--- config.mk ---
export PLATFORM = sky130hd
export DESIGN_NAME = seq_prefix_adder
export DESIGN_NICKNAME = d
export VERILOG_FILES = /design/src/rtl/seq_prefix_adder.sv
export SDC_FILE = /design/constraint.sdc
export NUM_CORES = 1
export LEC_CHECK = 0
export CAP_MARGIN = 20
export CORE_MARGIN = 4
export CORE_UTILIZATION = 45
export CTS_CLUSTER_DIAMETER = 200
export DETAILED_ROUTE_END_ITERATION = 16
export GPL_ROUTABILITY_DRIVEN = 1
export PLACE_DENSITY = 0.71
export SYNTH_ARGS = -nofsm -noshare
export SYNTH_HDL_FRONTEND = slang
export SYNTH_SLANG_ARGS = --single-unit
--- constraint.sdc ---
create_clock -name clk -period 5.6 [get_ports clk]
set_clock_uncertainty 0.1 [all_clocks]
set_input_delay 1.12 -clock clk [delete_from_list [all_inputs] [get_ports clk]]
set_output_delay 1.12 -clock clk [all_outputs]
set_load 0.01 [all_outputs]
--- src/rtl/seq_prefix_adder.sv ---
// Multi-cycle adder/subtractor: one 4-bit slice per clock, carries within a
// slice formed by a group generate/propagate prefix, ready/valid on both sides.
module seq_prefix_adder #(
  parameter int WIDTH = 16
) (
  input  logic             clk,
  input  logic             rst_n,
  input  logic             start_valid,
  output logic             start_ready,
  input  logic [WIDTH-1:0] a,
  input  logic [WIDTH-1:0] b,
  input  logic             c_in,
  input  logic             sub,
  output logic             res_valid,
  input  logic             res_ready,
  output logic [WIDTH-1:0] sum,
  output logic             c_out,
  output logic             ovf,
  output logic             zero
);

  localparam int NSLICE = WIDTH / 4;
  localparam int CW     = $clog2(NSLICE + 1);

  if ((WIDTH % 4) != 0 || WIDTH < 4 || WIDTH > 64) begin : g_bad_width
    $error("seq_prefix_adder: WIDTH must be a multiple of 4 in 4..64");
  end

  typedef enum logic [1:0] {IDLE, CALC, DONE} state_t;

  state_t           state_q, state_d;
  logic [WIDTH-1:0] a_q, a_d;
  logic [WIDTH-1:0] b_q, b_d;
  logic [WIDTH-1:0] sum_q, sum_d;
  logic [CW-1:0]    cnt_q, cnt_d;
  logic             carry_q, carry_d;
  logic             c_out_q, c_out_d;
  logic             ovf_q, ovf_d;
  logic             zero_q, zero_d;

  logic [3:0]       sa, sb, sp, sg, s_sum;
  logic [4:0]       sc;

  // Current slice operands and its prefix carries; sc[0] is the carry register.
  always_comb begin
    sa    = a_q[{cnt_q, 2'b00} +: 4];
    sb    = b_q[{cnt_q, 2'b00} +: 4];
    sp    = sa | sb;
    sg    = sa & sb;
    sc[0] = carry_q;
    sc[1] = sg[0] | (sp[0] & carry_q);
    sc[2] = sg[1] | (sp[1] & sg[0]) | (&sp[1:0] & carry_q);
    sc[3] = sg[2] | (sp[2] & sg[1]) | (&sp[2:1] & sg[0]) | (&sp[2:0] & carry_q);
    sc[4] = sg[3] | (sp[3] & sg[2]) | (&sp[3:2] & sg[1]) | (&sp[3:1] & sg[0])
          | (&sp[3:0] & carry_q);
    s_sum = sa ^ sb ^ sc[3:0];
  end

  always_comb begin
    state_d = state_q;
    a_d     = a_q;
    b_d     = b_q;
    sum_d   = sum_q;
    cnt_d   = cnt_q;
    carry_d = carry_q;
    c_out_d = c_out_q;
    ovf_d   = ovf_q;
    zero_d  = zero_q;
    case (state_q)
      IDLE: begin
        if (start_valid) begin
          a_d     = a;
          b_d     = sub ? ~b : b;
          carry_d = sub | c_in;
          cnt_d   = '0;
          state_d = CALC;
        end
      end
      CALC: begin
        sum_d[{cnt_q, 2'b00} +: 4] = s_sum;
        carry_d = sc[4];
        cnt_d   = cnt_q + 1'b1;
        if (cnt_q == CW'(NSLICE - 1)) begin
          // Last slice: sc[3] is the carry into the MSB of the whole word.
          c_out_d = sc[4];
          ovf_d   = sc[3] ^ sc[4];
          zero_d  = (sum_d == '0);
          state_d = DONE;
        end
      end
      DONE: begin
        if (res_ready) state_d = IDLE;
      end
      default: state_d = IDLE;
    endcase
  end

  always_ff @(posedge clk or negedge rst_n) begin
    if (!rst_n) begin
      state_q <= IDLE;
      a_q     <= '0;
      b_q     <= '0;
      sum_q   <= '0;
      cnt_q   <= '0;
      carry_q <= 1'b0;
      c_out_q <= 1'b0;
      ovf_q   <= 1'b0;
      zero_q  <= 1'b0;
    end else begin
      state_q <= state_d;
      a_q     <= a_d;
      b_q     <= b_d;
      sum_q   <= sum_d;
      cnt_q   <= cnt_d;
      carry_q <= carry_d;
      c_out_q <= c_out_d;
      ovf_q   <= ovf_d;
      zero_q  <= zero_d;
    end
  end

  assign start_ready = (state_q == IDLE);
  assign res_valid   = (state_q == DONE);
  assign sum         = sum_q;
  assign c_out       = c_out_q;
  assign ovf         = ovf_q;
  assign zero        = zero_q;

endmodule

After elaboration in Yosys (flattened, before gate mapping)
Index checks and enable logic that the tools add are counted.
Word-level totals
  flip-flop bits (word level): 57
  word-level logic and storage cells: 71
Cells by class
  add/sub/neg operators: 2
  equality and inequality tests: 6
  shift-type cells: 4
  mux-type cells: 10
  bitwise logic cells: 27
  reductions and logical operators: 13
Operators by type and width (number)
  indexed part select 16 x 6 -> 4 bit: 2
  bitwise mux 16 bit: 1
  zero test 16 bit: 1
  2-to-1 mux 16 bit: 1
  inverter 16 bit: 1
  variable shift 4 x 7 -> 16 bit (first input constant): 1
  indexed part select 4 x 7 -> 16 bit: 1
  AND reduction 2 bit: 6
  OR 1 bit: 11
  bitwise AND 1 bit: 10
  AND reduction 3 bit: 3
  XOR 4 bit: 2
  negator 5 -> 7 bit: 1
  2-to-1 mux 2 bit: 3
  case mux 2 bit (3 select lines): 1
  case mux 3 bit (2 select lines): 1
  bitwise AND 4 bit: 1
  inequality test 2 bit (second input constant): 2
  OR 4 bit: 1
  AND reduction 4 bit: 1
  adder 3 x 1 -> 3 bit (second input constant): 1
  == test 3 x 2 -> 1 bit (second input constant): 1
  2-to-1 mux 3 bit: 1
  == test 2 x 1 -> 1 bit (second input constant): 1
  7 further kinds: 7

Longest topological paths before layout
  word-level depth: 10
  depth in mapped cells: 12
  depth with buffers taken out: 11

Least setup slack after synthesis
Ideal clock, no wire load.
  kind: reg-to-reg
  start point: reg cnt_q[0]
  end point: reg zero_q (netlist: zero)
  library setup time: 0.092 ns
  arrival time: 2.544 ns
  slack: 2.864 ns
  cell stages (with the launch flop): 12
  buffers on the path: 2
  clock period less this slack: 2.736 ns
  cell sequence: dfrtp_1 > buf_4 > buf_4 > mux2i_1 > a211oi_1 > inv_1 > ha_1 > nor2b_1 > o31a_1 > xnor2_1 > a41oi_2 > o31ai_2
Between the ends
  word-level cells in the longest chain between the ends: 10
RTL lines
  start, declared: RTL line 35  | logic [CW-1:0] cnt_q, cnt_d;
  start signal, assigned: RTL line 114  | cnt_q <= cnt_d;
  indexed part select 16 x 6 -> 4 bit, on equally long branches: RTL line 46, 47
  OR 4 bit / bitwise AND 4 bit (equally long branches): RTL line 48, 49
  bitwise AND 1 bit / AND reduction 2 bit (equally long branches): RTL line 53  | sc[3] = sg[2] | (sp[2] & sg[1]) | (&sp[2:1] & sg[0]) | (&sp[2:0] & carry_q);
  OR 1 bit / bitwise AND 1 bit (equally long branches): RTL line 53
  OR 1 bit (2 in series): RTL line 53
  XOR 4 bit: RTL line 56  | s_sum = sa ^ sb ^ sc[3:0];
  indexed part select 4 x 7 -> 16 bit: RTL line 80  | sum_d[{cnt_q, 2'b00} +: 4] = s_sum;
  bitwise mux 16 bit: RTL line 80
  zero test 16 bit: RTL line 87  | zero_d = (sum_d == '0);
  end signal, assigned: RTL line 118  | zero_q <= zero_d;
  end, declared: RTL line 39  | logic zero_q, zero_d;
Several ways; a longest one is shown, not always the timed one.
A chain may end at the register's enable or synchronous reset.

Final worst setup path
Same ends and word-level chain as after synthesis.

==> run summary <==
RUN STATUS
------------------------------------------------------------------------------
Result of the run                                                 finished clean

STA
------------------------------------------------------------------------------
Number of setup violations in the final report                               0
Remaining max-slew budget at the tightest pin                            0.407
Final Slew Violations                                                        0
Highest Clock Rate                                                   0.312 GHz
Setup repair after global routing missed its margin                         no
Total negative slack                                                      0 ns
Slew @ Worst Pin                                                      0.887 ns
Setup slack after layout                                               2.39 ns
Post-route fraction of the period consumed by the critical path          0.573
Final-report hold violation count                                            0
Min Clock Period, post-route                                           3.21 ns

RUN
------------------------------------------------------------------------------
Number of violations of the max-capacitance limit                            0

FLOORPLAN
------------------------------------------------------------------------------
Boundary pin count                                                          59
Rows                                                                        30
Die outline height                                                91.4 microns
Area of the die                                                   0.00836 sq mm
Initial core utilization                                                 0.461
Die width                                                         91.4 microns
Area of the core region                                           0.00679 sq mm

SYNTH
------------------------------------------------------------------------------
Share of the yosys chip area belonging to registers                      0.455
Top area cells in the synthesized netlist                         sky130_fd_sc_hd__dfrtp_1, sky130_fd_sc_hd__nand2_1, sky130_fd_sc_hd__ha_1
Netlist area before placement                                     0.00313 sq mm
Library cells used by synthesis                                             41
Average cell area after synthesis                                   9.21 sq um
Largest area contributor in the synthesized netlist               sky130_fd_sc_hd__dfrtp_1
Area share of the largest cell type after synthesis                      0.455
Post-synth net total                                                       395
Synthesized instance count                                                 340
Number of enable-type register cells in the synthesized netlist              0
Synth warnings                                                               0
Most used flip-flop cell after synthesis                          sky130_fd_sc_hd__dfrtp_1
Flops & latches, synth                                                      57
Async S/R FF share, synth                                                 1.00

POWER
------------------------------------------------------------------------------
Power after layout                                                     2370 uW
Leakage Power                                                       0.00178 uW
Cell Pwr Density                                                   599 mW/mm^2
Max IR drop VDD                                                       0.207 mV

CLOCK NETWORK
------------------------------------------------------------------------------
Sink Count                                                                  57
Post-CTS setup repair buffer count                                           0
Clock slew at reported path FFs                                        0.06 ns
Hold-fix buffers at CTS                                                      0
Clock Latency Late Sink                                                0.34 ns
Htree depth                                                                  3
Num CTS Buffers                                                              9
CTS tree                                                                 built
CTS root buf                                                      sky130_fd_sc_hd__clkbuf_8
Post-cts repair resize count                                                 0
Number of buffers on the longest clock path                                  2

CRITICAL PATH
------------------------------------------------------------------------------
Critical path start-end classification                                 reg2reg
Crit path capture type                                                register
Critical Path Fanout Max                                                    18
Arr. time, crit path                                                   3.36 ns
Kind of start point of the critical path                              register
Worst endpoint required time                                           5.76 ns

FINISH
------------------------------------------------------------------------------
Diode insertion count for antenna repair                                     0
Post-Layout Inst Area                                             0.00396 sq mm
Filler-free cell count of the finished design                              496
Fraction of layout cells with a size suffix above 1                     0.0650
Final-stage net count                                                      451
Area Growth Syn to Fin                                                   26.5%

MIN PATH
------------------------------------------------------------------------------
Hold/Removal Path Class                                                reg2reg

PLACEMENT
------------------------------------------------------------------------------
Count of port buffers added during placement                                58
DP Wirelength                                                          4.79 mm
Cell Area, Placed                                                 0.00377 sq mm
Gpl congestion                                                           0.833
Cells after DPL                                                            481
Worst slack at placement                                               2.39 ns

ROUTE
------------------------------------------------------------------------------
Number of remaining DRC errors                                               0
First-pass detailed-route iteration total                                    4
Starting DRT DRC Count                                                     141
Number of nets with antenna violations after routing                         0
Drt wl/cell                                                       12.9 microns
Via/cell ratio                                                            4.94
Wire length reported by the detailed router                            6.40 mm
Total number of vias                                                      2452

GLOBAL ROUTE
------------------------------------------------------------------------------
Antenna violations before repair                                             0
Vias in the first global route                                            2352
Global-route wire length before repair                                 11.0 mm
Overflow left after global routing                                           0
Largest net degree at the start of global routing                           58
Gr usage total                                                           0.166

## placed cells by master, fill, tap and decap left out, types with 2 or more instances in the layout
cell	instances
sky130_fd_sc_hd__nand2_1	88
sky130_fd_sc_hd__dfrtp_1	57
sky130_fd_sc_hd__clkdlybuf4s50_1	57
sky130_fd_sc_hd__o21ai_0	29
sky130_fd_sc_hd__xnor2_1	18
sky130_fd_sc_hd__ha_1	16
sky130_fd_sc_hd__inv_1	14
sky130_fd_sc_hd__nor2b_1	11
sky130_fd_sc_hd__a211oi_1	11
sky130_fd_sc_hd__clkbuf_8	11
sky130_fd_sc_hd__a21oi_1	9
sky130_fd_sc_hd__mux2i_1	8
sky130_fd_sc_hd__nor2_1	8
sky130_fd_sc_hd__nand3_1	6
sky130_fd_sc_hd__nand2b_1	5
sky130_fd_sc_hd__o31ai_1	5
sky130_fd_sc_hd__nor4_1	5
sky130_fd_sc_hd__a22o_1	4
sky130_fd_sc_hd__o21ai_1	4
sky130_fd_sc_hd__o211ai_1	3
sky130_fd_sc_hd__buf_4	3
sky130_fd_sc_hd__xor2_1	2
sky130_fd_sc_hd__and2_1	2
sky130_fd_sc_hd__nor3_1	2
sky130_fd_sc_hd__nand2_2	2
sky130_fd_sc_hd__clkinv_2	2
## critical path, stage by stage, from the launching register on
cell                       delay [ns]
sky130_fd_sc_hd__dfrtp_1         0.76
sky130_fd_sc_hd__buf_4           0.35
sky130_fd_sc_hd__a211oi_1        0.10
sky130_fd_sc_hd__a211oi_1        0.40
sky130_fd_sc_hd__inv_1           0.14
sky130_fd_sc_hd__fa_1            0.42
sky130_fd_sc_hd__xor2_1          0.43
sky130_fd_sc_hd__a41oi_2         0.18
sky130_fd_sc_hd__o31ai_2         0.25
## power by group
group          internal [uW]  switching, uW  total, uW
Combinational            531            706       1240
Sequential               592            163        756
Clock                    226            155        380
## routing by layer
layer | wire (microns) | track usage
met4 | 138 | 0.0754
met2 | 2910 | 0.264
met1 | 3010 | 0.210
met3 | 337 | 0.0456
met5 | 0 | 0
## per-stage QoR
stage           util  hold slack [ns]
2_1_floorplan      -            0.338
3_3_place_gp   0.554            0.359
3_5_place_dp   0.554            0.363
4_1_cts        0.583            0.378
5_1_grt        0.583            0.389
6_report       0.583            0.379
## registers in the layout, indices dropped and copies added, names as in the netlist
register and count:
cnt_q 3, carry_q 1, state_q 2, ovf 1
zero 1, c_out 1, a_q 16, sum 16
b_q 16
## Yosys cell counts (2+ instances only)
master	count
sky130_fd_sc_hd__nand2_1	88
sky130_fd_sc_hd__dfrtp_1	57
sky130_fd_sc_hd__o21ai_0	29
sky130_fd_sc_hd__xnor2_1	18
sky130_fd_sc_hd__ha_1	16
sky130_fd_sc_hd__inv_1	14
sky130_fd_sc_hd__a211oi_1	11
sky130_fd_sc_hd__nor2b_1	11
sky130_fd_sc_hd__a21oi_1	9
sky130_fd_sc_hd__clkbuf_1	8
sky130_fd_sc_hd__mux2i_1	8
sky130_fd_sc_hd__nor2_1	8
sky130_fd_sc_hd__nand3_1	6
sky130_fd_sc_hd__nand2b_1	5
sky130_fd_sc_hd__nor4_1	5
sky130_fd_sc_hd__o31ai_1	5
sky130_fd_sc_hd__a22o_1	4
sky130_fd_sc_hd__buf_2	4
sky130_fd_sc_hd__o21ai_1	4
sky130_fd_sc_hd__buf_4	3
sky130_fd_sc_hd__o211ai_1	3
sky130_fd_sc_hd__and2_1	2
sky130_fd_sc_hd__nand2_2	2
sky130_fd_sc_hd__nor3_1	2
sky130_fd_sc_hd__xor2_1	2
## area by class of cell
class / count / area [sq um]
repair buffers: 61 / 598
flip-flops and latches: 57 / 1430
multi-input cells: 253 / 1570
clock inverters: 3 / 40.0
well taps: 96 / 120
fillers: 616 / 2830
inverters: 14 / 52.6
clock buffers: 12 / 155
## final timing paths
| path | from | depth (start not counted) | slack, ns | end |
|---|---|---|---|---|
| worst max-delay path | cnt_q[0] | 8 | 2.39 | zero |
| worst min-delay path | b_q[0] | 2 | 0.38 | b_q[0] |
| worst max register to register | cnt_q[0] | 8 | 2.39 | zero |
| worst min register to register | b_q[0] | 2 | 0.38 | b_q[0] |
| max in group asynchronous | rst_n | 2 | 4.13 | a_q[0] |
| min in group asynchronous | rst_n | 2 | 0.80 | sum[14] |
## kinds of logic after synthesis
group	after synthesis	share of synthesized area
and+or+nand+nor	134	0.195
xor gates and xnor gates	20	0.0559
muxes	9	0.0292
AOI/OAI and AO/OA	73	0.151
DFF	57	0.455
adders and majority gates	17	0.0703
buffers and inverters	30	0.0435
Power figures use the tool's default switching activity.
